$ cat src/rtl/cordic_gain_comp.sv
// CORDIC gain compensation: scales the core's Q8.8 results by K (~0.607253) with a 16-cycle shift-add.
// Optional build macro CORDIC_GAIN_ROUND_EN selects round-half-up; otherwise results truncate toward -inf.

// state | meaning
// IDLE  | waiting for an upstream result, in_ready high
// MUL   | shift-add over the 16 bits of K_CONST, busy high
// DONE  | compensated result presented, held until out_ready
module cordic_gain_comp #(
   parameter int          WIDTH   = 16,
   parameter logic [15:0] K_CONST = 16'h9B75
) (
   input  logic             clk,
   input  logic             reset,
   input  logic             in_valid,
   output logic             in_ready,
   input  logic             in_mode,
   input  logic [WIDTH-1:0] in_res1,
   input  logic [WIDTH-1:0] in_res2,
   output logic             out_valid,
   input  logic             out_ready,
   output logic             out_mode,
   output logic [WIDTH-1:0] out_res1,
   output logic [WIDTH-1:0] out_res2,
   output logic             busy
);

   localparam int AW = 2 * WIDTH;

`ifdef CORDIC_GAIN_ROUND_EN
   localparam logic signed [AW-1:0] RND = AW'(32'h0000_8000);
`else
   localparam logic signed [AW-1:0] RND = '0;
`endif

   typedef enum logic [1:0] {
      IDLE = 2'd0,
      MUL  = 2'd1,
      DONE = 2'd2
   } state_t;

   state_t state, state_nxt;

   logic [3:0]              cnt;
   logic [WIDTH-1:0]        res1_q;
   logic [WIDTH-1:0]        res2_q;
   logic                    mode_q;
   logic signed [AW-1:0]    acc1;
   logic signed [AW-1:0]    acc2;
   logic signed [AW-1:0]    ext1;
   logic signed [AW-1:0]    ext2;
   logic signed [AW-1:0]    acc1_nxt;
   logic signed [AW-1:0]    acc2_nxt;
   logic                    accept;
   logic                    load_out;

   always_ff @(posedge clk) begin
      if (reset) begin
         state <= IDLE;
      end else begin
         state <= state_nxt;
      end
   end

   always_comb begin
      state_nxt = state;
      in_ready  = 1'b0;
      out_valid = 1'b0;
      busy      = 1'b0;
      accept    = 1'b0;
      load_out  = 1'b0;
      case (state)
         IDLE: begin
            in_ready = ~reset;
            accept   = in_valid & ~reset;
            if (in_valid) begin
               state_nxt = MUL;
            end
         end
         MUL: begin
            busy = 1'b1;
            // the counter wrapping out of bit 15 is the only exit
            if (cnt == 4'hF) begin
               load_out  = 1'b1;
               state_nxt = DONE;
            end
         end
         DONE: begin
            out_valid = 1'b1;
            if (out_ready) begin
               in_ready  = ~reset;
               accept    = in_valid & ~reset;
               state_nxt = in_valid ? MUL : IDLE;
            end
         end
         default: begin
            state_nxt = IDLE;
         end
      endcase
   end

   always_comb begin
      ext1     = {{(AW-WIDTH){res1_q[WIDTH-1]}}, res1_q};
      ext2     = {{(AW-WIDTH){res2_q[WIDTH-1]}}, res2_q};
      acc1_nxt = acc1;
      acc2_nxt = acc2;
      if (K_CONST[cnt]) begin
         acc1_nxt = acc1 + (ext1 <<< cnt);
         acc2_nxt = acc2 + (ext2 <<< cnt);
      end
   end

   always_ff @(posedge clk) begin
      if (reset) begin
         cnt      <= '0;
         res1_q   <= '0;
         res2_q   <= '0;
         mode_q   <= 1'b0;
         acc1     <= '0;
         acc2     <= '0;
         out_mode <= 1'b0;
         out_res1 <= '0;
         out_res2 <= '0;
      end else begin
         if (accept) begin
            res1_q <= in_res1;
            res2_q <= in_res2;
            mode_q <= in_mode;
            acc1   <= '0;
            acc2   <= '0;
            cnt    <= '0;
         end else if (busy) begin
            acc1 <= acc1_nxt;
            acc2 <= acc2_nxt;
            cnt  <= cnt + 4'd1;
         end
         // results are taken from the final partial sum, so DONE is reached without an extra cycle
         if (load_out) begin
            out_mode <= mode_q;
            out_res1 <= WIDTH'((acc1_nxt + RND) >>> 16);
            out_res2 <= mode_q ? res2_q : WIDTH'((acc2_nxt + RND) >>> 16);
         end
      end
   end

endmodule

$ cat config.mk
export PLATFORM = sky130hd
export DESIGN_NAME = cordic_gain_comp
export DESIGN_NICKNAME = d
export VERILOG_FILES = /design/src/rtl/cordic_gain_comp.sv
export SDC_FILE = /design/constraint.sdc
export NUM_CORES = 1
export LEC_CHECK = 0
export ABC_AREA = 1
export CAP_MARGIN = 20
export CORE_MARGIN = 4
export CORE_UTILIZATION = 30
export CTS_CLUSTER_DIAMETER = 150
export DETAILED_ROUTE_END_ITERATION = 12
export DONT_BUFFER_PORTS = 1
export PLACE_DENSITY_LB_ADDON = 0.12
export SKIP_LAST_GASP = 1
export SLEW_MARGIN = 25
export SYNTH_ARGS = -nofsm -noshare
export SYNTH_HDL_FRONTEND = slang
export SYNTH_SLANG_ARGS = --single-unit
$ cat constraint.sdc
create_clock -name clk -period 2.5 [get_ports clk]
set_input_delay 0.125 -clock clk [delete_from_list [all_inputs] [get_ports clk]]
set_output_delay 0.125 -clock clk [all_outputs]
set_load 0.1 [all_outputs]
After elaboration in Yosys (flattened, before gate mapping)
Memories as Yosys holds them, arrays and structs flattened. A register that Yosys moved wholly into a read port is not among the register bits.
Cells that the tools add are included.
Word-level totals
  output and inout port bits: 36
  memories kept: 1
  bits in read-only memories: 16
  register bits after elaboration: 136
Operators by class
  bitwise gates (word level): 2
  reductions and logical operators: 4
  equality and inequality tests: 6
  add/sub/neg operators: 3
  shifts and indexed selects: 2
  order comparisons: 1
  mux-type cells: 19
Memories
  (name not given): depth 16, width 1, read ports 1, clocked after memory_dff 1, write ports 0, RTL line 106  | if (K_CONST[cnt]) begin
Operators by type and width (count)
  adder 32 bit: 2
  2-to-1 mux 32 bit: 2
  <<< shifter 16 x 4 -> 32 bit: 2
  2-to-1 mux 16 bit: 1
  2-to-1 mux 1 bit: 8
  2-to-1 mux 4 bit: 2
  2-to-1 mux 2 bit: 3
  != test 2 bit (second input constant): 3
  case mux 2 bit (3 select lines): 1
  less-than comparator 4 x 5 -> 1 bit (second input constant): 1
  adder 4 x 1 -> 4 bit (second input constant): 1
  equality test 4 bit (second input constant): 1
  case mux 1 bit (2 select lines): 2
  AND reduction 3 bit: 1
  equality test 2 x 1 -> 1 bit (second input constant): 1
  equality test 2 bit (second input constant): 1
  logical NOT 2 bit: 1
  AND reduction 2 bit: 1
  OR reduction 2 bit: 1
  AND 1 bit: 1
  NOT 1 bit: 1

Depth between registers and ports, before layout
  depth in word-level cells: 6
  gate-level depth with buffers: 24

Least setup slack after synthesis
No wires, ideal clock.
  path kind: register -> register
  start: register cnt[1]
  end: register out_res2[11]
  library setup time: 0.131 ns
  data arrival time: 2.518 ns
  path buffers: 2
  required time: 2.369 ns
  setup slack: -0.148 ns
  clock period less this slack: 2.648 ns
  cell stages (with the launch flop): 21
  cells stage by stage: dfxtp_1 -> buf_2 -> clkinv_1 -> buf_2 -> mux2i_1 -> inv_1 -> o21ai_0 -> o21ai_0 -> ha_1 -> nand2_1 -> nor2_2 -> inv_1 -> nor2_1 -> and3_1 -> nand2_1 -> nand2_1 -> nand2_1 -> nand3_1 -> nand2_1 -> nand2_1 -> a21oi_2
On the way
  longest elaborated chain between the ends: 4
  elaborated cells between the ends (all ways): 7
Ends and longest elaborated chain
  start: declaration: RTL line 43  | logic [3:0] cnt;
  start signal: assignment: RTL line 134  | cnt <= cnt + 4'd1;
  <<< shifter 16 x 4 -> 32 bit: RTL line 108  | acc2_nxt = acc2 + (ext2 <<< cnt);
  adder 32 bit: RTL line 108
  2-to-1 mux 32 bit: RTL line 106
  2-to-1 mux 16 bit: RTL line 140  | out_res2 <= mode_q ? res2_q : WIDTH'((acc2_nxt + RND) >>> 16);
  end signal: assignment: RTL line 140
  end: declaration: RTL line 23  | output logic [WIDTH-1:0] out_res2,
Several ways; a longest one is shown, not always the timed one.
A chain may end at the register's enable or synchronous reset.

Worst setup path after layout
  start: register cnt[0]
  end: register out_res2[12]
The elaborated chain is that of the path after synthesis.

==> results.sh <==
export IMPL_remaining_drc_errors=0
export IMPL_row_count=70
export IMPL_core_um2=36790
export IMPL_num_io_pins=73
export IMPL_endpoint_kind="flip-flop"
export IMPL_synth_flop_cell="dfxtp_1"
export IMPL_ff2ff_setup_slack_ps=-560
export IMPL_p_clk_share_pct=34.5
export IMPL_syn_inst=1871
export IMPL_cts_tree="built"
export IMPL_hp_class="in -> reg"
export IMPL_place_area_um2=13750
export IMPL_path_class="reg -> reg"
export IMPL_rsz0062_at_grt="yes"
export IMPL_syn_cell_area_um2=11260
export IMPL_gp_congestion=0.9155
export IMPL_fmax_mhz=327.3
export IMPL_synth_ff_latch_count=137
export IMPL_combPwrFrac_pct=36.5
export IMPL_drt_total_wl_um=42920
export IMPL_worstHoldPathCells=1
export IMPL_grt_max_degree=39
export IMPL_start_kind="flip-flop"
export IMPL_drive_above_1_share_pct=31.89
export IMPL_leakagePower_nw=8.318
export IMPL_h_tree_depth=4
export IMPL_clk_latency_ps=460
export IMPL_num_vias=12930
export IMPL_path_clk_slew_ps=70
export IMPL_setup_slack_ps=-555.7
export IMPL_tns_ps=-34880
export IMPL_worst_path_max_fanout=13
export IMPL_routedWlPerCell_um=15.97
export IMPL_drt_iter0_drc=698
export IMPL_finalHoldViolations=16
export IMPL_avgSynthCellArea_um2=6.019
export IMPL_die_y_um=201.8
export IMPL_hold_start="reset"
export IMPL_status="finished, violations left"
export IMPL_vdd_drop_max_v=0.0005225
export IMPL_antennaDiodeCount=0
export IMPL_internal_power_mw=5.541
export IMPL_start_util_pct=30.62
export IMPL_async_flop_share_pct=0
export IMPL_final_cells=2688
export IMPL_cts_sinks=137
export IMPL_crit_arrival_ps=3450
export IMPL_setup_viol=88
export IMPL_num_fill_cells=3824
export IMPL_die_w_um=201.8
export IMPL_area_growth_pct=50.99
export IMPL_p_switching_mw=2.925
export IMPL_dieArea_um2=40700
export IMPL_period_share_pct=122.2
export IMPL_synth_edf_count=0
export IMPL_r2r_start="cnt[0]"
export IMPL_gr_usage_all_layers_pct=20.42
export IMPL_final_area_um2=17010
export IMPL_final_util_pct=46.23
export IMPL_min_to="out_res2[4]"
export IMPL_fin_nets=2311
export IMPL_drv_slew=0
export IMPL_antenna_found_initial=0
export IMPL_via_per_inst=4.810
export IMPL_dp_hpwl_um=31990
export IMPL_slew_headroom_pct=44.48
export IMPL_worst_slew_pin_slew_ps=831.9
export IMPL_violations="negative hold slack, negative setup slack"
export IMPL_port_buffers=0
export IMPL_first_global_vias=12630
export IMPL_grt_pass1_wl_um=66740
export IMPL_clockRootBuffer="clkbuf_16"
export IMPL_layout_min_cycle_time_ps=3056
export IMPL_cts_max_path_buffers=2
export IMPL_first_pass_iters=5
export IMPL_syn_nets=1975
export IMPL_yosysUniqueCellTypes=47
export IMPL_swShare_pct=34.55
export IMPL_r2r_end="out_res2[12]"
export IMPL_drt_antenna_violating_nets=0
export IMPL_cts_hold_buf=69
export IMPL_r2r_cells=20
export IMPL_critPathRequiredTime_ps=2890
export IMPL_dp_slack_ps=-864.7
export IMPL_seq_area_frac_synth_pct=24.35
export IMPL_seq_power_share_pct=28.9
export IMPL_drv_cap=0
export IMPL_cts_made_buffers=17
export IMPL_dp_cells=2552
export IMPL_yosys_warnings=0
export IMPL_grt_overflow=0
export IMPL_fin_skew_ps=12.70
export IMPL_hold_ws_ps=-252.8
export IMPL_powerDensity_nw_per_um2=497.9
-- layout by cell type, fill, tap and decap left out, drive strengths merged, types with 2 or more instances in the layout --
cell type / Yosys / layout
xnor2: 6 / 6
ha: 65 / 65
buf: 44 / 322
dlygate4sd3: 0 / 69
a21o: 11 / 11
bufinv: 0 / 5
nand3: 106 / 106
o21bai: 24 / 24
o211ai: 19 / 19
o21ai: 229 / 229
clkinv: 2 / 8
a211oi: 3 / 3
xor2: 27 / 27
clkbuf: 34 / 23
o21a: 12 / 12
nand3b: 11 / 11
mux2i: 16 / 16
nor3: 10 / 10
dfxtp: 137 / 137
and2: 5 / 5
a21oi: 141 / 141
nand4: 3 / 3
nor2: 130 / 130
fa: 2 / 2
inv: 264 / 265
nand2: 560 / 560
or2: 3 / 3
-- logic make-up after synthesis --
family / count (synthesis) / share of synthesized area, %
and+or+nand+nor: 830 / 30.46
AOI/OAI and AO/OA: 444 / 21.59
buffers and inverters: 344 / 12.03
DFF: 137 / 24.35
adders and majority gates: 67 / 7.577
xor gates and xnor gates: 33 / 2.566
muxes: 16 / 1.422
-- repair_timing --
action | 4_1_cts | 5_1_grt
hold endpoints to repair | 52 | 16
pin swaps | 39 | 56
resized for setup | 206 | 237
buffers inserted | 14 | 17
cloned | 1 | 3
endpoints found under the setup margin | 90 | 93
-- per-layer routing --
layer	up-vias	global-route usage [%]	routed length, µm
met5	-	0	0
met4	0	6.396	981
met3	60	3.159	1131
met2	174	35.12	20740
met1	5975	26.30	20070
li1	6721	-	-
-- per-stage QoR --
| step | hold WS, ps | power, mW |
|---|---|---|
| detailed placement | 202.7 | 4.855 |
| global placement | 202.3 | 4.843 |
| global route | -288.6 | 8.902 |
| finish | -252.8 | 8.466 |
| CTS | -288.8 | 8.160 |
| floorplan | 263.7 | 3.836 |
-- how the worst max path moves through the flow --
stage                     startpoint      endpoint  slack, ps  cells after the start
after global routing          cnt[0]  out_res2[14]       -770                     23
after global placement        cnt[0]      acc1[31]       -880                     17
after floorplan               cnt[0]  out_res2[11]       -0.4                     21
after CTS                     cnt[0]      acc1[30]       -530                     22
final                         cnt[0]  out_res2[12]       -560                     20
after detailed placement      cnt[0]   out_res2[7]       -860                     20
-- power by group through the flow --
| stage | clock network [mW] | registers, mW | logic, mW |
|---|---|---|---|
| floorplan | 0 | 2.43 | 1.41 |
| global placement | 0 | 2.47 | 2.37 |
| detailed placement | 0 | 2.47 | 2.39 |
| CTS | 2.99 | 2.44 | 2.73 |
| global route | 3.07 | 2.47 | 3.37 |
| finish | 2.92 | 2.45 | 3.09 |
-- cell usage after synthesis (2+ instances only) --
| cell type | number | area share, % |
|---|---|---|
| o211ai_1 | 19 | 1.3 |
| a21oi_1 | 139 | 6.2 |
| mux2i_1 | 16 | 1.4 |
| buf_2 | 37 | 1.6 |
| nor3_1 | 10 | 0.44 |
| nor2_1 | 122 | 4.1 |
| dfxtp_1 | 137 | 24 |
| clkbuf_1 | 33 | 1.1 |
| xor2_1 | 27 | 2.1 |
| nand3b_1 | 11 | 0.73 |
| xnor2_1 | 6 | 0.47 |
| nand3_1 | 105 | 4.7 |
| nand2_2 | 13 | 0.72 |
| o21ai_1 | 35 | 1.6 |
| clkinv_1 | 2 | 0.067 |
| a21o_1 | 11 | 0.73 |
| nand4_1 | 3 | 0.17 |
| a21oi_2 | 2 | 0.16 |
| inv_2 | 6 | 0.20 |
| a211oi_1 | 2 | 0.13 |
| buf_1 | 5 | 0.17 |
| or2_2 | 2 | 0.11 |
| nor2_2 | 5 | 0.28 |
| inv_4 | 2 | 0.11 |
| fa_1 | 2 | 0.36 |
| o21ai_0 | 194 | 8.6 |
| inv_1 | 256 | 8.5 |
| ha_1 | 65 | 7.2 |
| and2_1 | 5 | 0.28 |
| o21bai_1 | 24 | 1.6 |
| nand2_1 | 547 | 18 |
| o21a_1 | 12 | 0.80 |
| nor2_8 | 2 | 0.36 |
-- worst max-delay path, cell delays in order, from the launching register on --
cell	delay, ps
dfxtp_4	400
clkbuf_16	190
nand2_1	90
o21ai_2	80
mux2i_2	200
nand2_1	70
o21ai_0	90
buf_4	160
o21ai_1	80
ha_2	420
nand2_2	120
nor2_1	220
nand2_2	100
buf_4	140
nor2_2	80
nand2_2	80
nand3_2	90
nand3_1	80
nand2_1	130
nand2_1	60
a21oi_1	110
-- cell type report --
cell class              count  area, µm²  share of cell area, %
clock buffers              20      456.7                  2.686
multi-input cells        1390       8733                  51.36
repair inverters            1      8.758                0.05150
well taps                 468      585.6                  3.443
flip-flops and latches    137       2750                  16.17
repair buffers            394       3266                  19.20
clock inverters            12      195.2                  1.148
inverters                 266       1010                  5.938
-- flip-flops by register name, summed over array words and instances, names as in the netlist, named ones only --
register / flops
mode_q: 1
out_mode: 1
state: 2
res2_q: 16
out_res2: 16
acc1: 32
cnt: 4
acc2: 32
res1_q: 16
out_res1: 16
Power figures use the tool's default switching activity.
